--- src/rtl/mem_arbiter_pkg.sv ---
// mem_arbiter_pkg: shared encodings for the byte-serial memory arbiter.
//   - FSM state encoding, transfer owner encoding
//   - mem_len codes (byte count minus one)
//   - reset / chip-enable active levels
package mem_arbiter_pkg;

  localparam logic RstEnable  = 1'b1;
  localparam logic ChipEnable = 1'b1;

  typedef enum logic [2:0] {
    ST_IDLE   = 3'd0,
    ST_IF_RD  = 3'd1,
    ST_MEM_RD = 3'd2,
    ST_MEM_WR = 3'd3,
    ST_DONE   = 3'd4
  } state_e;

  typedef enum logic {
    OWN_IF  = 1'b0,
    OWN_MEM = 1'b1
  } owner_e;

  localparam logic [1:0] MEM_LEN_BYTE = 2'd0;
  localparam logic [1:0] MEM_LEN_HALF = 2'd1;
  localparam logic [1:0] MEM_LEN_WORD = 2'd3;

endpackage

--- src/rtl/mem_arbiter_if.sv ---
// mem_arbiter_if: bundle of request/response and RAM-side signals.
//   slave  : arbiter view (requests + ram_din in, RAM drive + results out)
//   master : environment view (pipeline stages and RAM model)
interface mem_arbiter_if #(parameter int ADDR_W = 32);
  // instruction fetch
  logic              if_req;
  logic [ADDR_W-1:0] if_addr;
  logic              if_abort;
  logic [31:0]       if_data;
  logic              if_done;
  logic              if_busy;
  // data access
  logic              mem_req;
  logic              mem_we;
  logic [1:0]        mem_len;
  logic [ADDR_W-1:0] mem_addr;
  logic [31:0]       mem_wdata;
  logic [31:0]       mem_rdata;
  logic              mem_done;
  logic              stall_req;
  // byte-wide RAM port
  logic [7:0]        ram_din;
  logic [ADDR_W-1:0] ram_addr;
  logic [7:0]        ram_dout;
  logic              ram_wr;

  modport slave (
    input  if_req, if_addr, if_abort, mem_req, mem_we, mem_len, mem_addr, mem_wdata, ram_din,
    output if_data, if_done, if_busy, mem_rdata, mem_done, stall_req, ram_addr, ram_dout, ram_wr
  );

  modport master (
    output if_req, if_addr, if_abort, mem_req, mem_we, mem_len, mem_addr, mem_wdata, ram_din,
    input  if_data, if_done, if_busy, mem_rdata, mem_done, stall_req, ram_addr, ram_dout, ram_wr
  );
endinterface

--- src/rtl/mem_byte_serdes.sv ---
// mem_byte_serdes: serialises one 1..4 byte transfer, little-endian.
//   start_i          : latch base/len/we/wdata, clear cnt and assembly word
//   en_i             : advance one byte step (cnt+1), capturing read bytes
//   addr_o           : base+cnt (wraps modulo 2^ADDR_W)
//   byte_o           : write byte cnt of the latched word
//   word_o           : assembly word including this cycle's capture
//   last_o           : current step is the final one of the transfer
module mem_byte_serdes
  import mem_arbiter_pkg::*;
#(
  parameter int ADDR_W = 32
) (
  input  logic              clk,
  input  logic              rst,
  input  logic              start_i,
  input  logic              en_i,
  input  logic              we_i,
  input  logic [1:0]        len_i,
  input  logic [ADDR_W-1:0] base_i,
  input  logic [31:0]       wdata_i,
  input  logic [7:0]        ram_din_i,
  output logic [ADDR_W-1:0] addr_o,
  output logic [7:0]        byte_o,
  output logic [31:0]       word_o,
  output logic              last_o
);

  logic [2:0]        cnt_q, cnt_d;
  logic [2:0]        n_q, n_d;
  logic [ADDR_W-1:0] base_q, base_d;
  logic [31:0]       wdata_q, wdata_d;
  logic              we_q, we_d;
  logic [31:0]       word_q, word_d;
  logic [1:0]        lane;

  // Read data lags its address by one cycle, so the byte on ram_din
  // belongs to lane cnt-1.
  assign lane = cnt_q[1:0] - 2'd1;

  always_comb begin
    cnt_d   = cnt_q;
    n_d     = n_q;
    base_d  = base_q;
    wdata_d = wdata_q;
    we_d    = we_q;
    word_d  = word_q;
    if (start_i) begin
      cnt_d   = 3'd0;
      n_d     = {1'b0, len_i} + 3'd1;
      base_d  = base_i;
      wdata_d = wdata_i;
      we_d    = we_i;
      word_d  = '0;
    end else if (en_i) begin
      cnt_d = cnt_q + 3'd1;
      if (!we_q && cnt_q != 3'd0)
        word_d[{lane, 3'b000} +: 8] = ram_din_i;
    end
  end

  always_ff @(posedge clk) begin
    if (rst == RstEnable) begin
      cnt_q   <= 3'd0;
      n_q     <= 3'd0;
      base_q  <= '0;
      wdata_q <= '0;
      we_q    <= 1'b0;
      word_q  <= '0;
    end else begin
      cnt_q   <= cnt_d;
      n_q     <= n_d;
      base_q  <= base_d;
      wdata_q <= wdata_d;
      we_q    <= we_d;
      word_q  <= word_d;
    end
  end

  // Writes finish on byte N-1; reads need one extra step to catch the
  // trailing byte.
  assign last_o = we_q ? (cnt_q == n_q - 3'd1) : (cnt_q == n_q);
  assign addr_o = base_q + ADDR_W'(cnt_q);
  assign byte_o = wdata_q[{cnt_q[1:0], 3'b000} +: 8];
  assign word_o = word_d;

endmodule

--- src/rtl/mem_arbiter.sv ---
// mem_arbiter: shares one byte-wide RAM port between instruction fetch and
// the MEM stage.
//   clk, rst : clock, synchronous active-high reset
//   bus      : mem_arbiter_if.slave (requests, results, RAM port, if_busy,
//              stall_req)
// Parameters: ADDR_W address width, MEM_PRIO (1 = MEM wins a tie in IDLE).
module mem_arbiter
  import mem_arbiter_pkg::*;
#(
  parameter int ADDR_W   = 32,
  parameter int MEM_PRIO = 1
) (
  input  logic clk,
  input  logic rst,
  mem_arbiter_if.slave bus
);

  state_e      state_q, state_d;
  owner_e      owner_q, owner_d;
  logic [31:0] if_data_q, if_data_d;
  logic [31:0] mem_rdata_q, mem_rdata_d;

  logic              if_ok, pick_mem, pick_if, start, en, sd_we;
  logic [1:0]        sd_len;
  logic [ADDR_W-1:0] sd_base, sd_addr;
  logic [7:0]        sd_byte;
  logic [31:0]       sd_word;
  logic              sd_last;

  // Grant decision, only consumed in IDLE. An abort in the same cycle as
  // if_req suppresses the fetch so a stale PC is never fetched.
  always_comb begin
    if_ok    = bus.if_req & ~bus.if_abort;
    pick_mem = bus.mem_req & ((MEM_PRIO != 0) | ~if_ok);
    pick_if  = if_ok & ~pick_mem;
    start    = (state_q == ST_IDLE) & (pick_mem | pick_if);
    sd_len   = pick_mem ? bus.mem_len  : MEM_LEN_WORD;
    sd_base  = pick_mem ? bus.mem_addr : bus.if_addr;
    sd_we    = pick_mem & bus.mem_we;
  end

  mem_byte_serdes #(.ADDR_W(ADDR_W)) u_serdes (
    .clk       (clk),
    .rst       (rst),
    .start_i   (start),
    .en_i      (en),
    .we_i      (sd_we),
    .len_i     (sd_len),
    .base_i    (sd_base),
    .wdata_i   (bus.mem_wdata),
    .ram_din_i (bus.ram_din),
    .addr_o    (sd_addr),
    .byte_o    (sd_byte),
    .word_o    (sd_word),
    .last_o    (sd_last)
  );

  // State register
  always_ff @(posedge clk) begin
    if (rst == RstEnable) begin
      state_q     <= ST_IDLE;
      owner_q     <= OWN_IF;
      if_data_q   <= '0;
      mem_rdata_q <= '0;
    end else begin
      state_q     <= state_d;
      owner_q     <= owner_d;
      if_data_q   <= if_data_d;
      mem_rdata_q <= mem_rdata_d;
    end
  end

  // Next state; result words are loaded on the edge into DONE so they are
  // already valid while done is high.
  always_comb begin
    state_d     = state_q;
    owner_d     = owner_q;
    if_data_d   = if_data_q;
    mem_rdata_d = mem_rdata_q;
    case (state_q)
      ST_IDLE: begin
        if (pick_mem) begin
          owner_d = OWN_MEM;
          state_d = bus.mem_we ? ST_MEM_WR : ST_MEM_RD;
        end else if (pick_if) begin
          owner_d = OWN_IF;
          state_d = ST_IF_RD;
        end
      end
      ST_IF_RD: begin
        if (bus.if_abort) begin
          state_d = ST_IDLE;
        end else if (sd_last) begin
          state_d   = ST_DONE;
          if_data_d = sd_word;
        end
      end
      ST_MEM_RD: begin
        if (sd_last) begin
          state_d     = ST_DONE;
          mem_rdata_d = sd_word;
        end
      end
      ST_MEM_WR: if (sd_last) state_d = ST_DONE;
      ST_DONE:   state_d = ST_IDLE;
      default:   state_d = ST_IDLE;
    endcase
  end

  // Outputs
  always_comb begin
    en            = 1'b0;
    bus.if_busy   = 1'b0;
    bus.ram_wr    = ~ChipEnable;
    bus.ram_addr  = '0;
    bus.ram_dout  = 8'h00;
    bus.if_done   = 1'b0;
    bus.mem_done  = 1'b0;
    case (state_q)
      ST_IF_RD: begin
        en           = 1'b1;
        bus.if_busy  = 1'b1;
        bus.ram_addr = sd_addr;
      end
      ST_MEM_RD: begin
        en           = 1'b1;
        bus.ram_addr = sd_addr;
      end
      ST_MEM_WR: begin
        en           = 1'b1;
        bus.ram_wr   = ChipEnable;
        bus.ram_addr = sd_addr;
        bus.ram_dout = sd_byte;
      end
      ST_DONE: begin
        bus.if_done  = (owner_q == OWN_IF);
        bus.mem_done = (owner_q == OWN_MEM);
      end
      default: ;
    endcase
    bus.if_data   = if_data_q;
    bus.mem_rdata = mem_rdata_q;
    // Released in the DONE cycle so the MEM stage can advance with the data.
    bus.stall_req = bus.mem_req & ~((state_q == ST_DONE) & (owner_q == OWN_MEM));
  end

endmodule
--- src/flat_wrapper.sv ---
// flat-port wrapper written by rule: the top's interface ports become plain ports
module mem_arbiter_flat import mem_arbiter_pkg::*;
#(
  parameter int ADDR_W   = 32,
  parameter int MEM_PRIO = 1
)
  (clk, rst, bus_if_req, bus_if_addr, bus_if_abort, bus_mem_req, bus_mem_we, bus_mem_len, bus_mem_addr, bus_mem_wdata, bus_ram_din, bus_if_data, bus_if_done, bus_if_busy, bus_mem_rdata, bus_mem_done, bus_stall_req, bus_ram_addr, bus_ram_dout, bus_ram_wr);
  mem_arbiter_if #(.ADDR_W(ADDR_W)) bus_i ();
  input  logic clk;
  input  logic rst;
  input wire logic [$bits(bus_i.if_req)-1:0] bus_if_req;
  input wire logic [$bits(bus_i.if_addr)-1:0] bus_if_addr;
  input wire logic [$bits(bus_i.if_abort)-1:0] bus_if_abort;
  input wire logic [$bits(bus_i.mem_req)-1:0] bus_mem_req;
  input wire logic [$bits(bus_i.mem_we)-1:0] bus_mem_we;
  input wire logic [$bits(bus_i.mem_len)-1:0] bus_mem_len;
  input wire logic [$bits(bus_i.mem_addr)-1:0] bus_mem_addr;
  input wire logic [$bits(bus_i.mem_wdata)-1:0] bus_mem_wdata;
  input wire logic [$bits(bus_i.ram_din)-1:0] bus_ram_din;
  output wire logic [$bits(bus_i.if_data)-1:0] bus_if_data;
  output wire logic [$bits(bus_i.if_done)-1:0] bus_if_done;
  output wire logic [$bits(bus_i.if_busy)-1:0] bus_if_busy;
  output wire logic [$bits(bus_i.mem_rdata)-1:0] bus_mem_rdata;
  output wire logic [$bits(bus_i.mem_done)-1:0] bus_mem_done;
  output wire logic [$bits(bus_i.stall_req)-1:0] bus_stall_req;
  output wire logic [$bits(bus_i.ram_addr)-1:0] bus_ram_addr;
  output wire logic [$bits(bus_i.ram_dout)-1:0] bus_ram_dout;
  output wire logic [$bits(bus_i.ram_wr)-1:0] bus_ram_wr;
  assign bus_i.if_req = bus_if_req;
  assign bus_i.if_addr = bus_if_addr;
  assign bus_i.if_abort = bus_if_abort;
  assign bus_i.mem_req = bus_mem_req;
  assign bus_i.mem_we = bus_mem_we;
  assign bus_i.mem_len = bus_mem_len;
  assign bus_i.mem_addr = bus_mem_addr;
  assign bus_i.mem_wdata = bus_mem_wdata;
  assign bus_i.ram_din = bus_ram_din;
  assign bus_if_data = bus_i.if_data;
  assign bus_if_done = bus_i.if_done;
  assign bus_if_busy = bus_i.if_busy;
  assign bus_mem_rdata = bus_i.mem_rdata;
  assign bus_mem_done = bus_i.mem_done;
  assign bus_stall_req = bus_i.stall_req;
  assign bus_ram_addr = bus_i.ram_addr;
  assign bus_ram_dout = bus_i.ram_dout;
  assign bus_ram_wr = bus_i.ram_wr;
  mem_arbiter #(.ADDR_W(ADDR_W), .MEM_PRIO(MEM_PRIO)) u_core (.clk(clk), .rst(rst), .bus(bus_i));
endmodule
--- config.mk ---
export PLATFORM = sky130hd
export DESIGN_NAME = mem_arbiter_flat
export DESIGN_NICKNAME = d
export VERILOG_FILES = /design/src/rtl/mem_arbiter_pkg.sv /design/src/rtl/mem_arbiter_if.sv /design/src/rtl/mem_byte_serdes.sv /design/src/rtl/mem_arbiter.sv /design/src/flat_wrapper.sv
export SDC_FILE = /design/constraint.sdc
export NUM_CORES = 1
export LEC_CHECK = 0
export BUFFER_PORTS_ARGS = -buffer_cell sky130_fd_sc_hd__buf_4
export CORE_ASPECT_RATIO = 0.75
export CORE_UTILIZATION = 58
export CTS_BUF_LIST = sky130_fd_sc_hd__clkbuf_8
export CTS_CLUSTER_DIAMETER = 200
export CTS_CLUSTER_SIZE = 30
export DETAILED_ROUTE_END_ITERATION = 16
export GPL_TIMING_DRIVEN = 0
export PLACE_DENSITY = 0.83
export SYNTH_ARGS = -nofsm -noshare
export SYNTH_HDL_FRONTEND = slang
export SYNTH_SLANG_ARGS = --single-unit
--- constraint.sdc ---
create_clock -name clk -period 3.7 [get_ports clk]
set_input_delay 0.185 -clock clk [delete_from_list [all_inputs] [get_ports clk]]
set_output_delay 0.185 -clock clk [all_outputs]
set_load 0.01 [all_outputs]
# Word-level counts from Yosys, hierarchy flattened
# Index checks and enable logic that the tools add are counted.
totals:
  reg_bits: 171
  input_bits: 112
  out_inout_bits: 109
  word_cells: 70
op_classes:
  add_sub_neg: 6
  eq_ne: 7
  shift: 3
  muxes: 22
  n_bitwise: 11
  n_reduce_logical: 11
ops:
  columns: ["op", "count"]
  rows:
  - ["two-way mux 32 bit", 5]
  - ["adder 32 x 3 -> 32 bit", 1]
  - ["bitwise mux 32 bit", 1]
  - ["variable shift 8 x 7 -> 32 bit, first input constant", 1]
  - ["indexed part select 32 x 6 -> 8 bit", 1]
  - ["indexed part select 8 x 7 -> 32 bit", 1]
  - ["two-way mux 3 bit", 4]
  - ["two-way mux 1 bit", 9]
  - ["case mux 3 bit (3 select lines)", 1]
  - ["two-way mux 8 bit", 1]
  - ["negator 5 -> 7 bit", 1]
  - ["bitwise AND 1 bit", 6]
  - ["== test 3 x 2 -> 1 bit, second input constant", 2]
  - ["== test 3 bit", 2]
  - ["inverter 1 bit", 4]
  - ["AND reduction 2 bit", 2]
  - ["OR reduction 2 bit", 2]
  - ["adder 2 x 1 -> 3 bit, second input constant", 1]
  - ["adder 3 x 1 -> 3 bit, second input constant", 1]
  - ["== test 3 x 1 -> 1 bit, second input constant", 1]
  - ["== test 3 bit, second input constant", 1]
  - ["logical NOT 3 bit", 1]
  - ["!= test 3 x 2 -> 1 bit, second input constant", 1]
  - ["AND reduction 3 bit", 1]
  - ["9 further kinds", 9]

# Longest topological paths before layout
depth:
  word_depth: 7
  mapped_depth: 9
  ltp_nobuf: 8

# Modules after synthesis
# Synthesis repeated with hierarchy kept, for this count alone.
hier_totals:
  cells_unflattened: 938
  area_unflattened_um2: 8455.6
by_module_without_submodules:
  columns: ["module", "instances", "cells_each", "area_each_um2", "seq_area_each_um2"]
  rows:
  - ["mem_byte_serdes", 1, 540, 4977.3, 2062.0]
  - ["mem_arbiter", 1, 398, 3478.3, 1361.3]

# Worst setup path after synthesis
# Ideal clock, no wire load.
synth_timing:
  path_type: "reg-to-output"
  from: "register u_core.u_serdes.cnt_q[1]"
  to: "output bus_ram_addr[18]"
  t_arrival_ns: 2.415
  slack_ns: 1.100
  stages_incl_launch_ff: 10
  path_buffers: 2
  cell_sequence: "dfxtp_1 clkbuf_1 inv_1 fa_1 nor2b_1 or2_2 clkbuf_1 nor4b_1 xnor2_1 nor2_1"
synth_between:
  elab_chain_cells: 2
synth_rtl:
  columns: ["item", "line", "source"]
  rows:
  - ["start: declaration", "mem_byte_serdes.sv:28", "logic [2:0] cnt_q, cnt_d;"]
  - ["start signal: assignment", "mem_byte_serdes.sv:70", "cnt_q <= cnt_d;"]
  - ["adder 32 x 3 -> 32 bit", "mem_byte_serdes.sv:82", "assign addr_o = base_q + ADDR_W'(cnt_q);"]
  - ["two-way mux 32 bit", "mem_arbiter.sv:119", "case (state_q)"]
  - ["end: declaration", "flat_wrapper.sv:26", "output wire logic [$bits(bus_i.ram_addr)-1:0] bus_ram_addr;"]
# Every way passes these cells.

# Worst setup path in the final report
# Same ends and word-level chain as after synthesis.

==> results by group <==
Outcome
  • Status: finished, final reports clean

Die
  • Die Span Y: 103 um
  • Initial core utilization: 0.602
  • Chip width: 137 um
  • Io pins: 221
  • Die area: around 14,000 um^2
  • FP Rows: 36
  • Core area: roughly 13,000 um^2

Timing
  • Tcrit/Tclk final: 0.958
  • Worst Tran Pin Value: 0.809 ns
  • Period minus WS final: ~3.5 ns
  • Max Freq: about 0.28 GHz
  • Max-slew violations: 0
  • Clock Skew: 0.0106 ns
  • Setup violators final: 0
  • Rel. slew slack: 0.461
  • Worst hold slack: 0.0469 ns
  • Final hold vios: 0

Synth
  • Yosys warns: 0
  • Yosys top cell by area: dfxtp_1
  • Ranking of synthesized cells by area: dfxtp_1 (43%), mux2i_1 (7.1%), nor2_1 (5.5%), nand2_1 (4.5%), mux2_1 (4.4%)
  • Synth async-reset ratio: 0
  • Seq/Total Area, Yosys: 0.433
  • EDFF count, synth: 0
  • Mapped Cells: approximately 870
  • Synth Cell Area: 7910 um^2
  • Ys flop type: dfxtp_1
  • Post-synthesis register bit count: 171
  • Synth Net Count: just under 1,000
  • Synth cell types: 48
  • Cell with the most instances after synthesis: dfxtp_1
  • Syn_area_per_cell: 9.13 um^2
  • Top cell type's share of synthesized area: 0.433
  • Top post-synthesis cells by count: dfxtp_1 (171), nor2_1 (117), nand2_1 (95)

Power
  • Peak supply drop: between 0.3 and 0.4 mV
  • Static Leak: between 4 and 5 nW
  • Clock share of power: 0.245
  • PD cells: 548 nW/um^2
  • Flop pwr share: 0.412
  • Internal Power: roughly 3.6 mW
  • Comb pwr share: 0.344
  • P_sw: 2.16 mW
  • Switch share: 0.374

Final layout
  • N_diodes: 0
  • Design Area, Final: 10,600 um^2
  • Layout cells sized above 1: 0.260
  • Layout area overhead: 33.4%
  • Nets: 1,265
  • Filler Cell Count: 864

Global routing
  • First-pass GRT wire length: 34,800 um
  • Largest net degree at the start of global routing: 18
  • Total track usage: 0.325
  • Global route total overflow: 0
  • Initial antenna violation count: 0
  • Number of global-route vias before repair: 6,745

Critical path
  • Worst reg-to-reg path cell count: 9
  • Setup Crit Path Kind: flop to output pin
  • CP endpoint kind: output pin
  • WP data arrival: approximately 3.4 ns
  • Crit Path Max Fanout: 10
  • Req. time, crit path: between 3 and 4 ns
  • Crit start category: flop

Clock tree
  • Clk root buf: clkbuf_8
  • Clock sinks: 171
  • CTS tree: built
  • CTS H-tree depth: 4
  • Reg clk slew, reported paths: about 0.10 ns
  • Clock Latency Late Sink: 0.48 ns
  • Clock Path Buffers: 2
  • TritonCTS buffer count: 17

Drt
  • Antenna Nets Post-Route: 0
  • Routed WL per cell: 17.4 um
  • Vias per cell: 5.58
  • Total number of vias: 7,387
  • Initial drt markers: 466
  • Residual DRC: 0
  • Pre-antenna DRT Iters: 5
  • Final wirelength: 23,000 um

Worst hold path
  • Worst Hold Class: input pin to flop
  • Worst hold path depth: 3

Placement
  • DP HPWL: 16,000 um
  • Placed cell areas: 9780 um^2
  • GPL Wtd Cong: around 0.90
  • I/O Buffers: 220

Run
  • Max Cap Viol: 0
[per-layer routing]
metal  routed length (um)  global-route usage  vias to the layer above
met2                10500               0.508                      325
met1                10100               0.447                     3478
li1                     -                   -                     3541
met5                    0                   0                        -
met4                  464               0.109                        0
met3                 1920              0.0728                       43
[critical path, cell delays in order, from the launching register on]
cell,delay (ns)
dfxtp_1,0.48
buf_2,0.33
inv_1,0.22
fa_1,0.48
nor2b_1,0.25
or2_2,0.17
clkbuf_1,0.30
nor4b_2,0.29
xnor2_1,0.15
nor2_1,0.05
buf_4,0.16
[power groups by stage]
stage	registers, mW	clock network (mW)	logic (mW)
after floorplan	2.38	0	1.19
after global placement	2.39	0	1.86
after detailed placement	2.41	0	1.91
after CTS	2.37	1.40	1.95
after global routing	2.41	1.49	2.17
final	2.38	1.41	1.99
[cell usage in the layout, fill, tap and decap left out, types with 17 or more instances in the layout]
master,n
clkbuf_1,35
nor2_1,117
a211oi_1,32
mux2_1,31
dfxtp_1,171
buf_4,223
a21oi_1,50
nor2b_1,46
nand3_1,18
nand2_1,95
o22a_1,30
clkbuf_8,18
xnor2_1,18
buf_2,17
mux2i_1,56
dlygate4sd3_1,34
[flip-flops by register name (all words and copies together) (netlist names)]
register	cells
u_core.bus.if_data	32
u_core.bus.mem_rdata	32
u_core.owner_q	1
u_core.state_q	3
u_core.u_serdes.base_q	32
u_core.u_serdes.cnt_q	3
u_core.u_serdes.n_q	3
u_core.u_serdes.wdata_q	32
u_core.u_serdes.we_q	1
u_core.u_serdes.word_q	32
[timing repair]
action,CTS,global route
setup endpoints to repair,9,1
resized for setup,1,2
endpoints found under the hold margin,34,0
setup buffers,0,0
gates cloned,0,0
hold buffers,34,0
pin swaps,0,0
[area by class of cell]
cell class | instances | area, um^2 | share of cell area
Buffer | 65 | 284 | 0.0269
Clock buffer | 18 | 248 | 0.0235
Clock inverter | 14 | 184 | 0.0174
Inverter | 13 | 48.8 | 0.00462
Multi-Input combinational cell | 618 | 4170 | 0.394
Sequential cell | 171 | 3420 | 0.324
Tap cell | 171 | 214 | 0.0203
Timing Repair Buffer | 254 | 1990 | 0.189
[final timing paths]
| kind | from | to | slack (ns) |
|---|---|---|---|
| hold reg to reg | u_core.u_serdes.wdata_q[18] | u_core.u_serdes.wdata_q[18] | 0.46 |
| setup / recovery | u_core.u_serdes.cnt_q[1] | bus_ram_addr[18] | 0.16 |
| setup reg to reg | u_core.u_serdes.cnt_q[0] | u_core.bus.if_data[16] | 0.58 |
| hold / removal | bus_if_addr[12] | u_core.u_serdes.base_q[12] | 0.05 |
[kinds of logic after synthesis]
family | count (synthesis) | share of synthesized area
AO/OA/AOI/OAI | 129 | 0.111
XOR/XNOR | 29 | 0.0330
adder cells (fa/ha/maj) | 13 | 0.0215
buffers and inverters | 78 | 0.0419
flip-flops | 171 | 0.433
multiplexers | 98 | 0.142
AND/OR/NAND/NOR | 349 | 0.218
[metrics by stage]
step | setup TNS (ns) | util | power (mW) | std cells | setup WS (ns)
3_5_place_dp | 0 | 0.744 | 4.32 | 1258 | 0.392
4_1_cts | 0 | 0.802 | 5.72 | 1324 | 0.0824
5_1_grt | -0.00142 | 0.803 | 6.07 | 1324 | -0.00142
6_report | 0 | 0.803 | 5.78 | 1324 | 0.157
3_3_place_gp | 0 | 0.744 | 4.25 | 1258 | 0.448
2_1_floorplan | 0 | - | 3.57 | 867 | 1.10
(Power assumes the default switching activity.)
